$ cat src/rtl/fpu_bus_slave.sv
// Host-bus responder for the FPU core: synchronises the 8-bit host bus,
// collects operands and the operation code, launches the core, captures the
// result, and runs the cmd_end/end_ack completion handshake.
module fpu_bus_slave #(
  parameter int SYNC_STAGES = 2,
  parameter int OP_W        = 4
) (
  input  logic            clk,
  input  logic            arst_n,
  input  logic            cs,
  input  logic            rd,
  input  logic            wr,
  input  logic [3:0]      addr,
  input  logic [7:0]      databus_in,
  output logic [7:0]      databus_out,
  input  logic            end_ack,
  output logic            cmd_end,
  output logic            busy,
  output logic [31:0]     operand_a,
  output logic [31:0]     operand_b,
  output logic [OP_W-1:0] operation,
  output logic            start,
  input  logic            core_done,
  input  logic [31:0]     core_result
);

  typedef enum logic [1:0] {IDLE, RUN, DONE} state_t;

  state_t state, state_next;

  // Strobes reset to their inactive level so no phantom access follows reset.
  logic [SYNC_STAGES-1:0] cs_sync, rd_sync, wr_sync, ack_sync;
  logic [3:0]             addr_sync [SYNC_STAGES];
  logic [7:0]             data_sync [SYNC_STAGES];

  genvar gi;
  generate
    for (gi = 0; gi < SYNC_STAGES; gi++) begin : g_sync
      // One synchroniser stage; addr/data travel alongside the strobes.
      always_ff @(posedge clk or negedge arst_n) begin
        if (!arst_n) begin
          cs_sync[gi]   <= 1'b1;
          rd_sync[gi]   <= 1'b1;
          wr_sync[gi]   <= 1'b1;
          ack_sync[gi]  <= 1'b0;
          addr_sync[gi] <= 4'h0;
          data_sync[gi] <= 8'h00;
        end else if (gi == 0) begin
          cs_sync[gi]   <= cs;
          rd_sync[gi]   <= rd;
          wr_sync[gi]   <= wr;
          ack_sync[gi]  <= end_ack;
          addr_sync[gi] <= addr;
          data_sync[gi] <= databus_in;
        end else begin
          cs_sync[gi]   <= cs_sync[gi-1];
          rd_sync[gi]   <= rd_sync[gi-1];
          wr_sync[gi]   <= wr_sync[gi-1];
          ack_sync[gi]  <= ack_sync[gi-1];
          addr_sync[gi] <= addr_sync[gi-1];
          data_sync[gi] <= data_sync[gi-1];
        end
      end
    end
  endgenerate

  logic       cs_s, rd_s, wr_s, ack_s;
  logic [3:0] addr_s;
  logic [7:0] data_s;
  assign cs_s   = cs_sync[SYNC_STAGES-1];
  assign rd_s   = rd_sync[SYNC_STAGES-1];
  assign wr_s   = wr_sync[SYNC_STAGES-1];
  assign ack_s  = ack_sync[SYNC_STAGES-1];
  assign addr_s = addr_sync[SYNC_STAGES-1];
  assign data_s = data_sync[SYNC_STAGES-1];

  // Bus values seen during the last cycle wr was low; used at the rising edge.
  logic       wr_prev, cs_hold;
  logic [3:0] addr_hold;
  logic [7:0] data_hold;
  logic       commit, launch, idle, err, core_fire;
  logic [31:0] result;

  // Track the previous wr level and hold the strobe's address/data/select.
  always_ff @(posedge clk or negedge arst_n) begin
    if (!arst_n) begin
      wr_prev   <= 1'b1;
      cs_hold   <= 1'b1;
      addr_hold <= 4'h0;
      data_hold <= 8'h00;
    end else begin
      wr_prev <= wr_s;
      if (!wr_s) begin
        cs_hold   <= cs_s;
        addr_hold <= addr_s;
        data_hold <= data_s;
      end
    end
  end

  assign idle      = (state == IDLE);
  assign commit    = !wr_prev && wr_s && !cs_hold;
  assign launch    = commit && idle && (addr_hold == 4'd8);
  assign core_fire = core_done && (state == RUN);

  // Register file: operands, operation, error flag, result capture, launch pulse.
  always_ff @(posedge clk or negedge arst_n) begin
    if (!arst_n) begin
      operand_a <= 32'h0;
      operand_b <= 32'h0;
      operation <= '0;
      err       <= 1'b0;
      result    <= 32'h0;
      start     <= 1'b0;
    end else begin
      start <= launch;
      if (core_fire) result <= core_result;
      if (commit && addr_hold <= 4'd8) begin
        if (!idle) begin
          err <= 1'b1;
        end else if (addr_hold == 4'd8) begin
          operation <= data_hold[OP_W-1:0];
          err       <= 1'b0;
        end else if (!addr_hold[2]) begin
          operand_a[{addr_hold[1:0], 3'b000} +: 8] <= data_hold;
        end else begin
          operand_b[{addr_hold[1:0], 3'b000} +: 8] <= data_hold;
        end
      end
    end
  end

  // FSM state register.
  always_ff @(posedge clk or negedge arst_n) begin
    if (!arst_n) state <= IDLE;
    else         state <= state_next;
  end

  // FSM next state: launch, core completion, host acknowledge.
  always_comb begin
    state_next = state;
    case (state)
      IDLE:    if (launch)    state_next = RUN;
      RUN:     if (core_done) state_next = DONE;
      DONE:    if (ack_s)     state_next = IDLE;
      default: state_next = IDLE;
    endcase
  end

  assign busy    = (state == RUN);
  assign cmd_end = (state == DONE);

  // Read mux on the synchronised address.
  logic [7:0] rd_mux;
  always_comb begin
    rd_mux = 8'h00;
    case (addr_s)
      4'h0, 4'h1, 4'h2, 4'h3: rd_mux = operand_a[{addr_s[1:0], 3'b000} +: 8];
      4'h4, 4'h5, 4'h6, 4'h7: rd_mux = operand_b[{addr_s[1:0], 3'b000} +: 8];
      4'h8:                   rd_mux = 8'(operation);
      4'h9:                   rd_mux = result[7:0];
      4'hA:                   rd_mux = result[15:8];
      4'hB:                   rd_mux = result[23:16];
      4'hC:                   rd_mux = result[31:24];
      4'hD:                   rd_mux = {5'b0, err, cmd_end, busy};
      default:                rd_mux = 8'h00;
    endcase
  end

  // Registered read data, driven only while the host is reading.
  always_ff @(posedge clk or negedge arst_n) begin
    if (!arst_n)             databus_out <= 8'h00;
    else if (!cs_s && !rd_s) databus_out <= rd_mux;
    else                     databus_out <= 8'h00;
  end

endmodule

$ cat config.mk
export PLATFORM = sky130hd
export DESIGN_NAME = fpu_bus_slave
export DESIGN_NICKNAME = d
export VERILOG_FILES = /design/src/rtl/fpu_bus_slave.sv
export SDC_FILE = /design/constraint.sdc
export NUM_CORES = 1
export LEC_CHECK = 0
export BUFFER_PORTS_ARGS = -buffer_cell sky130_fd_sc_hd__buf_2
export CORE_MARGIN = 3
export CORE_UTILIZATION = 49
export DETAILED_ROUTE_END_ITERATION = 7
export PLACE_DENSITY_LB_ADDON = 0.08
export SLEW_MARGIN = 15
export SYNTH_ARGS = -nofsm -noshare
export SYNTH_HDL_FRONTEND = slang
export SYNTH_SLANG_ARGS = --single-unit
$ cat constraint.sdc
create_clock -name clk -period 2.5 [get_ports clk]
set_clock_uncertainty 0.15 [all_clocks]
set_input_delay 0.375 -clock clk [delete_from_list [all_inputs] [get_ports clk]]
set_output_delay 0.375 -clock clk [all_outputs]
set_load 0.01 [all_outputs]
## Word-level counts from Yosys, hierarchy flattened

Cells that the tools add are included.

| storage, ports and cells | value |
|---|---|
| flip-flop bits (word level) | 158 |
| word-level logic and storage cells | 82 |

| cells by class | value |
|---|---|
| add/sub/neg operators | 1 |
| order comparisons | 1 |
| eq/ne operators | 20 |
| shift operators | 4 |
| multiplexer cells | 10 |
| bitwise operators | 2 |
| reduce and logical (&&, ||, !) cells | 20 |

Operators with widths:

| kind | count |
|---|---|
| $bwmux W32 | 2 |
| $pmux W8 S8 | 1 |
| $shiftx A32 B6 Y8 | 2 |
| $shift A8 B7 Y32 const A | 1 |
| $shiftx A8 B7 Y32 | 1 |
| $eq A4 B4 Y1 const B | 7 |
| $eq A4 B3 Y1 const B | 4 |
| $eq A4 B2 Y1 const B | 2 |
| $mux W8 | 1 |
| $reduce_and A4 Y1 | 2 |
| $reduce_or A4 Y1 | 2 |
| $logic_and A1 B1 Y1 | 7 |
| $neg A5 Y7 | 1 |
| $mux W2 | 3 |
| $ne A2 B1 Y1 const B | 3 |
| $pmux W2 S3 | 1 |
| $reduce_and A3 Y1 | 2 |
| $eq A4 B1 Y1 const B | 1 |
| $le A4 B4 Y1 const B | 1 |
| $logic_not A1 Y1 | 4 |
| $logic_not A4 Y1 | 1 |
| $eq A2 B1 Y1 const B | 1 |
| $eq A2 B2 Y1 const B | 1 |
| $logic_not A2 Y1 | 1 |
| other kinds (4) | 6 |

## Logic depth before layout (Yosys ltp)

| logic depth | value |
|---|---|
| depth after elaboration | 7 |
| gate-level depth with buffers | 8 |
| mapped depth without buffers | 7 |

## Least setup slack after synthesis

OpenSTA, ideal clock, no wires.

| timing path | value |
|---|---|
| kind | reg2reg |
| start | register wr_sync[1] (netlist: wr_s) |
| end | register operation[0] |
| library setup time | 125 ps |
| arrival | 2080 ps |
| required time | 2225 ps |
| slack | 145 ps |
| stages on the path, launching flop included | 6 |
| path buffers | 1 |
| cells stage by stage | dfstp_2 or3b_4 or3_1 or3_1 buf_2 mux2_4 |

| between the ends | value |
|---|---|
| longest elaborated chain between the ends | 4 |

Ends and longest elaborated chain:

| item | line | RTL |
|---|---|---|
| from (decl) | 32 | `logic [SYNC_STAGES-1:0] cs_sync, rd_sync, wr_sync, ack_sync;` |
| from (signal, indexed assignment) | 51 | `wr_sync[gi] <= wr;` |
| from (signal, indexed assignment) | 58 | `wr_sync[gi] <= wr_sync[gi-1];` |
| $logic_and A1 B1 Y1 (2 in a row) | 102 | `assign commit = !wr_prev && wr_s && !cs_hold;` |
| $logic_and A1 B1 Y1 | 118 | `if (commit && addr_hold <= 4'd8) begin` |
| $reduce_and A3 Y1 (no source line) | n/a |  |
| to (signal assigned) | 122 | `operation <= data_hold[OP_W-1:0];` |
| to (decl) | 21 | `output logic [OP_W-1:0] operation,` |

No other way between the ends.
A chain may end at the register's enable or synchronous reset.

## Worst setup path after layout

| timing path | value |
|---|---|
| start | register wr_sync[1] (netlist: wr_s) |
| end | register operand_a[23] |

| between the ends | value |
|---|---|
| longest elaborated chain between the ends | 4 |

Ends and longest elaborated chain:

| item | line | RTL |
|---|---|---|
| $logic_and A1 B1 Y1 (2 in a row) | 102 |  |
| $logic_and A1 B1 Y1 | 118 |  |
| $reduce_and A4 Y1 (no source line) | n/a |  |
| to (signal, indexed assignment) | 125 | `operand_a[{addr_hold[1:0], 3'b000} +: 8] <= data_hold;` |
| to (decl) | 19 | `output logic [31:0] operand_a,` |

No other way between the ends.

==> metrics.txt <==
ANT nets after route 0; asr flop ratio synth 100%; ys flop type dfrtp_1; Port Buffers around 130; final worst-path cycle share between 90% and 100%; post-synthesis sequential area ratio between 60% and 70%; vias in the first global route ~4,800; Initial Util roughly half; Synth Warn # 0; num ports 130; Max-Cap Viols 0; Die Span Y between 100 and 150 um; Max H-tree Level 4; #FFs+latches synth approximately 160; Critical-path top delay cell dfstp_2; Residual DRC 0; fin. max-slew vios 0; syn nets about 610; count leader, synth dfrtp_1; Rel. slew slack 46.6%; detailed placement HPWL 11,800 um; Fin. Hold Viols 0; share of layout cells above drive strength 1 around a third; worst hold slack 0.0360 ns; status completed; largest area contributor in the netlist dfrtp_1; Worst Path Arrival 2.54 ns; Detailed Routing Iterations Pass 1 5; CTS tree yes; Yosys top cell area share 58.2%; die area 14,600 um^2; Peak VDD IR between 500 and 600 uV; initial antenna violation count 0; CP max stage delay between 0.5 and 0.6 ns; critical path startpoint category flop; CP dominant cell by count nand2_1; crit path time final 2.41 ns; pwr dens approximately 810 nW/um^2; worst path required time 2.63 ns; CTS sink count roughly 160; gpl congestion approximately 0.82; Via density 5.34; critical-path maximum fanout 16; cell chain of the critical path or3b_4 -> nor4b_1 -> buf_4 -> nand2_1 -> nand2_1 -> o21ai_0; 1st-iter DRT viols between 300 and 400; setup violators final 0; Synth Instances between 500 and 600; Core Area approximately 13,000 um^2; P_leak ~4.0 nW; EDFF count, synth 0; CTS Root Cell clkbuf_16; synthesized area per cell approximately 12 um^2; Worst Max-Slew Pin Slew ~0.8 ns; Worst-Skew Late Latency about 0.42 ns; post-route setup TNS 0 ns; total track usage between 20% and 30%; Synth cell types 37; gr ovfl total 0; main area contributors after synthesis dfrtp_1, mux2_2, nand2_1, o21ai_0, dfstp_2; Final nets 780; Syn-to-layout area delta 28.1%; hold crit path type in2reg; largest net degree at the start of global routing 55; Via Count 4,861; diode count 0; row count 41; Die X 121 um; DR WL/cell around 18 um; Reg clk slew, reported paths ~0.060 ns; routed wire length about 17,000 um; top cells by count, synth dfrtp_1, nand2_1, o21ai_0, mux2_2, clkbuf_1; Post-Synthesis Cell Area between 6000 and 7000 um^2; Max Fclk between 400 and 500 MHz; RSZ-0062 raised after global routing false; fin util between 60% and 70%; Num CTS Buffers 17; CP Capture Type flop; clock tree buffer depth 2; CP Class reg2reg; first-pass GRT wire length between 20,000 and 30,000 um
## final cells by class
class	instances	area, um^2
repair buffers	175	1060
clock inverters	7	160
well taps	172	215
inverters	7	26.3
flip-flops and latches	158	3960
multi-input cells	366	2360
fillers	1030	4460
clock buffers	25	475
## per-layer routing
layer  part of all wire (%)  GRT usage [%]  up-vias
met2                     48           37.6      165
met4                    2.3           9.21        0
met3                    5.4           4.91       22
li1                       -              -     2271
met1                     44           33.5     2403
met5                      0              0        -
## through the flow
stage                     std cells  instance area, um^2  setup slack [ns]  power (mW)
final                           910                 8260            0.0852        6.67
after global routing            910                 8260          0.000136        6.95
after CTS                       909                 8250             0.104        6.71
after detailed placement        860                 7450             0.124        3.92
after global placement          860                 7450             0.148        3.89
after floorplan                 558                 6450             0.145        3.50
## cells by family after synthesis
kind of cell	Yosys count	synth area share, %
AOI/OAI and AO/OA	101	9.24
adders and majority gates	4	0.776
buffers and inverters	34	2.02
DFF	158	61.5
muxes	75	14.2
and+or+nand+nor	186	12.3
## worst paths after layout
kind,startpoint,endpoint,slack (ns),cells after the start
worst min register to register,data_sync[12],data_s[4],0.20,0
worst min-delay path,core_result[10],result[10],0.04,2
worst max register to register,wr_s,operand_a[23],0.09,6
worst max-delay path,wr_s,operand_a[23],0.09,6
min in group asynchronous,arst_n,operand_a[28],0.34,2
max in group asynchronous,arst_n,operand_a[9],1.15,3
## placed cells by master, fill, tap and decap left out, types with 17 or more instances in the layout
| master | n |
|---|---|
| buf_4 | 27 |
| o21ai_0 | 70 |
| nand3_1 | 18 |
| clkbuf_16 | 17 |
| mux2_2 | 46 |
| dlygate4sd3_1 | 17 |
| dfrtp_1 | 150 |
| buf_2 | 128 |
| mux2i_1 | 18 |
| nand2_1 | 132 |
## repair_timing
action                                 4_1_cts  5_1_grt
setup buffers                                0        1
endpoints found under the hold margin       67        0
setup endpoints to repair                    0       35
hold buffers                                17        0
resized for setup                            0        1
## critical path: cells and delay by family (launching register included)
kind	cells	cell delay (ns)
and+or+nand+nor	4	1.30
DFF	1	0.52
buffers and inverters	1	0.20
AOI/OAI and AO/OA	1	0.10
## power by group
group | switching, mW | internal (mW)
registers | 0.217 | 2.84
clock network | 0.948 | 1.82
logic | 0.420 | 0.416
total | 1.59 | 5.08
## state kept, by name (all words and copies together), names as in the netlist, 2 cells and up
name and flops:
data_s 8, operand_b 32, addr_hold 4, operand_a 32, result 32, data_sync 8
operation 4, state 2, data_hold 8, addr_sync 4, databus_out 8, addr_s 4
Note: power is estimated with default switching activity, not from simulation.
